==> src/rtl/game_flow_ctrl_pkg.sv <==
// Shared types and constants for the game-flow controller.
//   g_state_t : top-level game phase (2-bit encoding exposed on game_state)
//   dir_t     : per-player movement direction
//   LVL_W / LIVES_W : widths of the level and lives counters
package game_flow_ctrl_pkg;

  localparam int unsigned LVL_W   = 4;
  localparam int unsigned LIVES_W = 4;

  typedef enum logic [1:0] {
    START      = 2'd0,
    PLAY       = 2'd1,
    TRANSITION = 2'd2,
    FINISH     = 2'd3
  } g_state_t;

  typedef enum logic [1:0] {
    IDLE  = 2'b00,
    RIGHT = 2'b01,
    LEFT  = 2'b10
  } dir_t;

endpackage

==> src/rtl/game_flow_ctrl_player_dir_fsm.sv <==
// Registered direction tracker for one player.
// Ports:
//   clk, rst  : clock, synchronous active-high reset
//   enable    : high while the game is in PLAY
//   btn_left  : left button level
//   btn_right : right button level
//   dir       : registered direction (IDLE when disabled or both/neither pressed)
module player_dir_fsm
  import game_flow_ctrl_pkg::*;
(
  input  logic clk,
  input  logic rst,
  input  logic enable,
  input  logic btn_left,
  input  logic btn_right,
  output dir_t dir
);

  dir_t dir_nxt;

  always_ff @(posedge clk) begin
    if (rst) dir <= IDLE;
    else     dir <= dir_nxt;
  end

  always_comb begin
    dir_nxt = IDLE;
    if (enable) begin
      unique case ({btn_right, btn_left})
        2'b10:   dir_nxt = RIGHT;
        2'b01:   dir_nxt = LEFT;
        default: dir_nxt = IDLE;
      endcase
    end
  end

endmodule

==> src/rtl/game_flow_ctrl.sv <==
// Game-flow controller: START -> PLAY (levels 1..NUM_LEVELS) -> FINISH,
// with a timed TRANSITION pause between levels and after a lost life.
// Ports:
//   clk, rst              : clock, synchronous active-high reset
//   start, level_done,
//   fail                  : single-cycle event pulses
//   btn_left, btn_right   : per-player button levels
//   game_state            : current g_state_t
//   level, lives          : current level (0 in START) and remaining lives
//   player_dir            : dir_t per player, player i at [2i+1:2i]
//   level_start           : one-cycle pulse on each entry to PLAY
//   win                   : high in FINISH after clearing the last level
module game_flow_ctrl
  import game_flow_ctrl_pkg::*;
#(
  parameter int unsigned NUM_PLAYERS  = 2,
  parameter int unsigned NUM_LEVELS   = 3,
  parameter int unsigned LIVES        = 3,
  parameter int unsigned PAUSE_CYCLES = 65_000_000
) (
  input  logic                     clk,
  input  logic                     rst,
  input  logic                     start,
  input  logic                     level_done,
  input  logic                     fail,
  input  logic [NUM_PLAYERS-1:0]   btn_left,
  input  logic [NUM_PLAYERS-1:0]   btn_right,
  output logic [1:0]               game_state,
  output logic [LVL_W-1:0]         level,
  output logic [LIVES_W-1:0]       lives,
  output logic [2*NUM_PLAYERS-1:0] player_dir,
  output logic                     level_start,
  output logic                     win
);

  localparam int unsigned CNT_W = $clog2(PAUSE_CYCLES + 1);
  localparam logic [CNT_W-1:0]   CNT_LAST  = CNT_W'(PAUSE_CYCLES - 1);
  localparam logic [LVL_W-1:0]   LVL_MAX   = LVL_W'(NUM_LEVELS);
  localparam logic [LIVES_W-1:0] LIVES_INI = LIVES_W'(LIVES);

  g_state_t           state, state_nxt;
  logic [LVL_W-1:0]   level_nxt;
  logic [LIVES_W-1:0] lives_nxt;
  logic [CNT_W-1:0]   cnt, cnt_nxt;
  logic               advance, advance_nxt;
  logic               level_start_nxt, win_nxt;

  assign game_state = state;

  always_ff @(posedge clk) begin
    if (rst) begin
      state       <= START;
      level       <= '0;
      lives       <= LIVES_INI;
      cnt         <= '0;
      advance     <= 1'b0;
      level_start <= 1'b0;
      win         <= 1'b0;
    end else begin
      state       <= state_nxt;
      level       <= level_nxt;
      lives       <= lives_nxt;
      cnt         <= cnt_nxt;
      advance     <= advance_nxt;
      level_start <= level_start_nxt;
      win         <= win_nxt;
    end
  end

  always_comb begin
    state_nxt       = state;
    level_nxt       = level;
    lives_nxt       = lives;
    cnt_nxt         = cnt;
    advance_nxt     = advance;
    level_start_nxt = 1'b0;
    win_nxt         = win;
    unique case (state)
      START, FINISH: begin
        if (start) begin
          state_nxt       = PLAY;
          level_nxt       = LVL_W'(1);
          lives_nxt       = LIVES_INI;
          win_nxt         = 1'b0;
          level_start_nxt = 1'b1;
        end
      end
      PLAY: begin
        // fail wins over a simultaneous level_done
        if (fail) begin
          if (lives > LIVES_W'(1)) begin
            lives_nxt   = lives - LIVES_W'(1);
            state_nxt   = TRANSITION;
            cnt_nxt     = '0;
            advance_nxt = 1'b0;
          end else begin
            lives_nxt = '0;
            state_nxt = FINISH;
            win_nxt   = 1'b0;
          end
        end else if (level_done) begin
          if (level < LVL_MAX) begin
            state_nxt   = TRANSITION;
            cnt_nxt     = '0;
            advance_nxt = 1'b1;
          end else begin
            state_nxt = FINISH;
            win_nxt   = 1'b1;
          end
        end
      end
      TRANSITION: begin
        if (cnt == CNT_LAST) begin
          state_nxt       = PLAY;
          level_start_nxt = 1'b1;
          advance_nxt     = 1'b0;
          if (advance && level < LVL_MAX) level_nxt = level + LVL_W'(1);
        end else begin
          cnt_nxt = cnt + CNT_W'(1);
        end
      end
      default: state_nxt = START;
    endcase
  end

  for (genvar i = 0; i < NUM_PLAYERS; i++) begin : g_player
    dir_t dir;
    player_dir_fsm u_dir (
      .clk       (clk),
      .rst       (rst),
      .enable    (state == PLAY),
      .btn_left  (btn_left[i]),
      .btn_right (btn_right[i]),
      .dir       (dir)
    );
    assign player_dir[2*i +: 2] = dir;
  end

endmodule

==> config.mk <==
export PLATFORM = sky130hd
export DESIGN_NAME = game_flow_ctrl
export DESIGN_NICKNAME = d
export VERILOG_FILES = /design/src/rtl/game_flow_ctrl_pkg.sv /design/src/rtl/game_flow_ctrl_player_dir_fsm.sv /design/src/rtl/game_flow_ctrl.sv
export SDC_FILE = /design/constraint.sdc
export NUM_CORES = 1
export LEC_CHECK = 0
export BUFFER_PORTS_ARGS = -buffer_cell sky130_fd_sc_hd__buf_2
export CORE_ASPECT_RATIO = 0.5
export CORE_MARGIN = 3
export CORE_UTILIZATION = 45
export DETAILED_ROUTE_END_ITERATION = 16
export HOLD_SLACK_MARGIN = 0.08
export PLACE_DENSITY = 0.73
export SLEW_MARGIN = 20
export SYNTH_ARGS = -nofsm -noshare
export SYNTH_HDL_FRONTEND = slang
export SYNTH_SLANG_ARGS = --single-unit
==> constraint.sdc <==
create_clock -name clk -period 4.37 [get_ports clk]
set_input_delay 0.2185 -clock clk [delete_from_list [all_inputs] [get_ports clk]]
set_output_delay 0.2185 -clock clk [all_outputs]
set_load 0.01 [all_outputs]
======== Word-level counts from Yosys, hierarchy flattened ========
Cells that the tools add are included.
word-level totals
  bits in registers ....................... 43
  input bits .............................. 9
operators by class
  equal/unequal tests ..................... 18
  bitwise operators ....................... 1
  add/subtract/negate cells ............... 3
  multiplexer cells ....................... 38
  magnitude comparators ................... 2
  reductions and logical operators ........ 13
operators with widths
  operator                                                                       count
  26-bit 2-to-1 mux                                                              5
  26-bit one-hot mux with 2 select lines                                         1
  26-bit by 1-bit adder with 26-bit output (second input constant)               1
  26-bit == test (second input constant)                                         1
  4-bit 2-to-1 mux                                                               6
  4-bit one-hot mux with 2 select lines                                          2
  3-bit != test (second input constant)                                          5
  5-bit AND reduction                                                            3
  1-bit 2-to-1 mux                                                               14
  2-bit != test (second input constant)                                          5
  2-bit == test (second input constant)                                          4
  2-bit 2-to-1 mux                                                               4
  2-bit one-hot mux with 2 select lines                                          2
  2-bit by 1-bit == test with 1-bit output (second input constant)               3
  1-bit one-hot mux with 2 select lines                                          3
  2-bit one-hot mux with 3 select lines                                          1
  3-bit AND reduction                                                            2
  2-bit nonzero test                                                             3
  4-bit by 1-bit adder with 4-bit output (second input constant)                 1
  4-bit by 1-bit > comparator with 1-bit output (second input constant)          1
  4-bit by 2-bit less-than comparator with 1-bit output (second input constant)  1
  4-bit AND reduction                                                            1
  2-bit OR reduction                                                             2
  4-bit by 1-bit subtractor with 4-bit output (second input constant)            1
  other kinds (3)                                                                3

======== Logic depth before layout (Yosys ltp) ========
Gate-level depths: netlist of the first run.
  word-level depth ........................ 5
  depth in mapped cells ................... 8
  mapped depth without buffers ............ 7

======== Hierarchy ========
Synthesis of the first run repeated with hierarchy kept, for this count alone.
second synthesis, totals
  cell total of the unflattened synthesis .. 267
  area total of the unflattened synthesis .. 2319.7 µm²
by module, submodules not included
  module          times used  seq. area each (µm²)  cells an instance  area an instance (µm²)
  game_flow_ctrl  1           780.7                 259                2189.6
  player_dir_fsm  2           40.0                  4                  65.1

======== Worst setup path after synthesis of the first run ========
OpenSTA, ideal clock, no wires.
  path type ............................... register to register
  start ................................... register level[0]
  end ..................................... register cnt[4]
  slack ................................... 2.330 ns
  data required time ...................... 4.299 ns
  stages on the path, launching flop included .. 8
  setup time .............................. 0.071 ns
  arrival time ............................ 1.968 ns
  period minus slack after synthesis ...... 2.040 ns
  cell sequence ........................... dfxtp_1 -> ha_1 -> nor4_4 -> a31oi_2 -> and2_4 -> buf_6 -> or4_1 -> a21oi_1
on the way
  word-level cells in the longest chain between the ends .. 3
ends and longest elaborated chain
  item                                                   RTL line               text
  start, declared                                        game_flow_ctrl.sv:29   output logic [LVL_W-1:0] level,
  start signal, assigned                                 game_flow_ctrl.sv:61   level <= level_nxt;
  4-bit by 2-bit less-than comparator with 1-bit output  game_flow_ctrl.sv:102  if (level < LVL_MAX) begin
  3-bit != test (no source line)                         n/a
  5-bit AND reduction (no source line)                   n/a
  end signal, assigned                                   game_flow_ctrl.sv:63   cnt <= cnt_nxt;
  end, declared                                          game_flow_ctrl.sv:44   logic [CNT_W-1:0] cnt, cnt_nxt;
No other way between the ends.
A chain may end at the register's enable or synchronous reset.

======== Final worst setup path of the first run ========
  start ................................... register state[1] (netlist: game_state[1])
  end ..................................... register cnt[25]
on the way
  word-level cells in the longest chain between the ends .. 3
  elaborated cells between the ends (all ways) .. 9
  those cells by class .................... eq/ne: 6; mux: 1; reduce/logical: 2
ends and longest elaborated chain
  item                                                                         RTL line                             text
  start, declared                                                              game_flow_ctrl.sv:41                 g_state_t state, state_nxt;
  start signal, assigned                                                       game_flow_ctrl.sv:60                 state <= state_nxt;
  2-bit by 1-bit == test with 1-bit output (*)                                 n/a
  net g_player[0].u_dir.enable                                                 game_flow_ctrl_player_dir_fsm.sv:13  input logic enable,
  3-bit != test (no source line) / 2-bit nonzero test (equally long branches)  n/a
  5-bit AND reduction (no source line)                                         n/a
The timed path passes the listed nets; every way through them passes the cells marked *.

==> reports/qor.csv, run 1 <==
stage,metric,value,unit
cts,cts_tree,built,
synth,synth_edf_count,0,
layout,area_growth,12.3,%
synth,synth-seq-area-share,37.9,%
synth,synthMuxAreaShare,5.29,%
sta,setup_viol_count_final,0,
floorplan,floorplan.initialDensity,49.2,%
cts,clkLatencyLatePin,0.30,ns
synth,synth-xor-area-share,3.47,%
synth,synth_simple_gate_area_share,30.7,%
synth,synth_nets,271,
synth,synth.distinct_cells,43,
synth,synth_cells,256,
layout,layout.area.seq,861,um^2
layout,nFillCells,435,
hold_path,hold_class,input pin to register,
synth,synth_area,2270,um^2
detailed_routing,drtPass1Iterations,4,
synth,synth_top_cell_by_area,dfxtp_1,
grt,grt_pass1_wl,9250,um
cts,cts_buffers,5,
floorplan,fp.dieW,106,um
sta,drv_slew,0,
grt,grt_use_total,19.2,%
floorplan,placementRows,17,
worst_setup_path,end_kind,register,
place,port_buffers,24,
synth,yosysMostFrequentCell,dfxtp_1,
layout,drive_gt1_share,16.5,%
synth,synthAdderAreaFrac,3.31,%
cts,cts_sinks,43,
layout,utilization,55.2,%
synth,synth_top_family_by_area,simple AND/OR/NAND/NOR gates,
synth,synth-main-ff-cell,dfxtp_1,
detailed_routing,wl_per_cell,15.7,um
synth,synth_seq_cells,43,
layout,final_nets,293,
cts,cts_root_buf,clkbuf_8,
grt,grt_max_degree,26,
sta,fin_skew,0.00463,ns
detailed_routing,postRouteAntennaNets,0,
detailed_routing,vias,2038,
layout,stdcell_count,345,
detailed_routing,avgViaCountPerCell,5.91,
floorplan,core_area,4620,um^2
sta,min_period_over_period,57.6,%
detailed_routing,routed_wl,5430,um
synth,async_reset_ff_share,0,%
sta,finalSetupTns,0,ns
place,dp_hpwl,3710,um
job,cap_viol_max_count,0,
synth,yosys_warnings,0,
worst_setup_path,arrival,2.70,ns
cts,cts.reportedPaths.clkPinSlew,0.08,ns
grt,grt-ovfl-total,0,
sta,worst_pin_slew,0.962,ns
cts,cts.path.max_buffers,2,
power,power_density,388,nW/um^2
synth,avgSynthCellArea,8.87,um^2
power,p_leak,0.924,nW
power,power,0.989,mW
sta,period_minus_slack,2.52,ns
grt,antenna_found_initial,0,
detailed_routing,remaining_drc_errors,0,
place,dp.cells,335,
synth,synth_compound_area_share,15.0,%
grt,grt_pass1_vias,2008,
floorplan,die_area,5980,um^2
cts,ctsHoldBuffers,1,
cts,post_cts_buffers,0,
floorplan,die_h,56.2,um
cts,cts_resized,0,
sta,hold_violations,0,
detailed_routing,drt_iter0_markers,170,
sta,clock.fmax,397,MHz
worst_setup_path,cp_data_required_time,4.56,ns
floorplan,io_pins,25,
synth,synth_area_leaders,"dfxtp_1 (38%), mux2i_1 (5.3%), nand3_1 (4.2%)",
power,ir_drop,0.206,mV
worst_setup_path,start_kind,register,
cts,h-tree-depth,2,
worst_setup_path,path_class,register to register,
sta,max_slew_margin,35.5,%
layout,multi_input_area,1330,um^2
synth,synthDominantCellAreaShare,37.9,%
sta,rsz0062_at_grt,false,
place,place_congestion,0.769,
worst_setup_path,crit_fanout,13,
run_status,outcome,finished clean,
layout,antenna_cells,0,
synth,ys_top_cells_by_count,"dfxtp_1 (43), nand3_1 (19), nor2_1 (17)",
-- kinds of logic after synthesis --
kind of cell | count (synthesis)
mux | 12
simple gates | 115
compound gates | 50
buf+inv | 21
xor+xnor | 9
flops | 43
fa+ha+maj | 6
-- cell usage in the layout (no fill, tap or decap), drive strengths merged, types with 6 or more instances in the layout --
cell type and instances:
mux2i 12, nor2 17, a21oi 16, o21ai 9, dfxtp 43, nand2 16, nand3b 11, nor4 8
clkbuf 8, buf 24, nand3 19, ha 6, nand4 7, xnor2 9, inv 10, nor3b 6
-- metal layers --
layer	wire length, um	GRT usage, %	share of wire (%)	up-vias
met1	2500	23.6	46	978
met4	103	6.92	1.9	0
li1	-	-	-	996
met2	2550	31.3	47	51
met5	0	0	0	-
met3	277	6.49	5.1	13
-- area by class of cell --
| cell class | count | share of cell area (%) |
|---|---|---|
| inverter | 10 | 1.47 |
| tap | 66 | 3.24 |
| timing repair buffer | 26 | 5.50 |
| clock buffer | 8 | 3.93 |
| multi-input combinational | 192 | 52.1 |
| sequential | 43 | 33.8 |
-- worst max-delay path, stage by stage (launching register included) --
cell	delay [ns]
dfxtp_1	0.34
inv_1	0.06
ha_1	0.43
a31oi_2	0.34
a211oi_1	0.89
nand2_1	0.17
mux2i_1	0.17
-- registers in the layout, indices dropped and copies added, names as in the netlist --
register            count
win                     1
g_player.u_dir.dir      4
advance                 1
level_start             1
cnt                    26
game_state              2
lives                   4
level                   4
-- where the power goes --
group	switching (mW)	total, mW	internal (mW)
combinational	0.177	0.278	0.100
sequential	0.0170	0.431	0.414
clock	0.137	0.281	0.144
total	0.331	0.989	0.658
-- worst paths after layout --
path	startpoint	to	slack, ns	depth (start not counted)
max	game_state[1]	cnt[25]	1.85	6
min	btn_right[1]	g_player[1].u_dir.dir[1]	0.09	2
max reg2reg	game_state[1]	cnt[25]	1.85	6
min reg2reg	win	win	0.47	2
-- through the flow --
| step | instance area, um^2 | hold slack [ns] | setup slack (ns) |
|---|---|---|---|
| 6_report | 2550 | 0.0925 | 1.85 |
| 5_1_grt | 2550 | 0.0803 | 1.64 |
| 4_1_cts | 2530 | 0.0810 | 1.55 |
| 3_5_place_dp | 2420 | 0.400 | 1.56 |
| 3_3_place_gp | 2420 | 0.390 | 1.83 |
| 2_1_floorplan | 2270 | 0.294 | 2.33 |
No activity file was read; power rests on OpenSTA's default activity.
==> run 2: changes to the inputs <==
- PLACE_DENSITY: 0.73 -> 0.75
- clock period: 4.37 -> 2.3 ns (I/O delays scaled with it)
==> run 2 against run 1 <==
Combinational power grew 100%. Routed wire length down 3.7%. Hold slack better by 0.024 ns. Register-to-register slack worse by 1.7 ns. Critical path type unchanged.
==> reports/qor.csv, run 2 (synthesis results as in run 1) <==
stage,metric,value,unit
power,power_frac_clock,26.7,%
sta,worst_pin_slew,0.571,ns
power,p_switching,0.630,mW
cts,cts.reportedPaths.clkPinSlew,0.08,ns
power,power_density,707,nW/um^2
cts,cts_tree,built,
sta,clock.fmax,464,MHz
power,power,1.88,mW
cts,h-tree-depth,2,
layout,area_growth,17.4,%
power,p_int,1.25,mW
detailed_routing,avgViaCountPerCell,5.73,
worst_setup_path,r2r_setup_slack,0.15,ns
layout,final_common_cell,dfxtp_1,
sta,fin_skew,0.00652,ns
sta,period_minus_slack,2.15,ns
floorplan,placementRows,17,
detailed_routing,wl_per_cell,14.6,um
cts,cts_root_buf,clkbuf_8,
worst_setup_path,r2r_start,game_state[1],
job,cap_viol_max_count,0,
hold_path,hold_class,input pin to register,
layout,antenna_cells,0,
worst_setup_path,path_class,register to register,
detailed_routing,remaining_drc_errors,0,
layout,drive_gt1_share,18.8,%
sta,min_period_over_period,93.7,%
worst_setup_path,r2r_cells,7,
run_status,outcome,finished clean,
power,pwr-share-seq,43.5,%
grt,grt_use_total,18.7,%
detailed_routing,drtPass1Iterations,4,
place,dp_hpwl,3650,um
power,p_leak,0.974,nW
grt,grt_max_degree,23,
detailed_routing,routed_wl,5230,um
hold_path,hold_depth,2,
power,ir_drop,0.434,mV
cts,cts_buffers,5,
grt,grt_pass1_vias,1928,
place,port_buffers,24,
worst_setup_path,cp_data_required_time,2.52,ns
grt,grt-ovfl-total,0,
hold_path,hold_end,cnt[0],
layout,largest_register_ffs,26,
worst_setup_path,arrival,2.37,ns
layout,top_register,cnt,
floorplan,floorplan.initialDensity,49.2,%
detailed_routing,vias,2050,
floorplan,core_area,4620,um^2
sta,finalSetupTns,0,ns
grt,antenna_found_initial,0,
cts,cts_sinks,43,
place,place_congestion,0.788,
cts,clkLatencyLatePin,0.29,ns
worst_setup_path,crit_fanout,21,
sta,max_slew_margin,61.4,%
detailed_routing,postRouteAntennaNets,0,
cts,post_cts_buffers,0,
worst_setup_path,end_kind,register,
place,placed_area,2490,um^2
cts,cts.path.max_buffers,2,
grt,grt_pass1_wl,9150,um
sta,drv_slew,0,
worst_setup_path,r2r_end,cnt[4],
power,sw_frac_of_total,33.5,%
hold_path,worstHoldStart,rst,
floorplan,io_pins,25,
detailed_routing,drt_iter0_markers,173,
floorplan,die_area,5980,um^2
sta,timing.hold.ws,0.116,ns
worst_setup_path,start_kind,register,
layout,final_cell_mix,"dfxtp_1 (43), buf_2 (24), nand3_1 (19)",
sta,hold_violations,0,
floorplan,fp.dieW,106,um
sta,setup_viol_count_final,0,
layout,final_nets,306,
layout,fin_area,2660,um^2
floorplan,die_h,56.2,um
power,p_comb_share,29.8,%
==> run 2: repair_timing <==
action,in CTS,in global routing
endpoints found under the setup margin,0,12
hold buffers,6,0
hold endpoints to repair,4,0
gates resized for setup,0,4
==> run 2: final cells by class <==
type / count / area (um^2)
repair buffers: 39 / 248
clock inverters: 1 / 8.76
flip-flops and latches: 43 / 861
well taps: 66 / 82.6
inverters: 10 / 37.5
clock buffers: 7 / 86.3
multi-input cells: 192 / 1340
fillers: 413 / 1950
==> run 2: worst max-delay path, stage by stage (launching register included) <==
cell     delay (ns)
dfxtp_1        0.39
inv_1          0.06
ha_1           0.31
nor2b_1        0.25
a31oi_4        0.10
and2_4         0.29
or4_1          0.52
a21oi_1        0.16
==> run 2: per-layer routing <==
metal / share of wire (%) / vias up / wire, um / global-route usage, %
met5: 0 / - / 0 / 0
met4: 0.92 / 0 / 48 / 6.01
met3: 3.5 / 5 / 183 / 4.17
met2: 46 / 40 / 2380 / 29.4
met1: 50 / 988 / 2620 / 25.6
li1: - / 1017 / - / -
==> run 2: worst max path at each step <==
stage | from | endpoint | slack (ns) | depth (start not counted)
5_1_grt | game_state[1] | cnt[6] | -0.03 | 7
3_5_place_dp | lives[0] | cnt[4] | 0.13 | 7
3_3_place_gp | level[0] | cnt[16] | 0.16 | 7
4_1_cts | lives[0] | cnt[4] | 0.09 | 7
2_1_floorplan | level[0] | cnt[4] | 0.26 | 7
6_report | game_state[1] | cnt[4] | 0.15 | 7
==> run 2: power groups by stage <==
stage / combinational [mW] / clock (mW) / sequential [mW]
final: 0.561 / 0.503 / 0.819
after global routing: 0.626 / 0.553 / 0.826
after CTS: 0.542 / 0.519 / 0.818
after detailed placement: 0.531 / 0 / 0.836
after global placement: 0.514 / 0 / 0.833
after floorplan: 0.379 / 0 / 0.850
==> run 2: metrics by stage <==
step	util (%)	cells	worst slack [ns]
after CTS	57.2	358	0.0932
after global routing	57.7	358	-0.0321
after global placement	53.9	344	0.163
after detailed placement	53.9	344	0.131
final	57.7	358	0.145
after floorplan	-	256	0.260
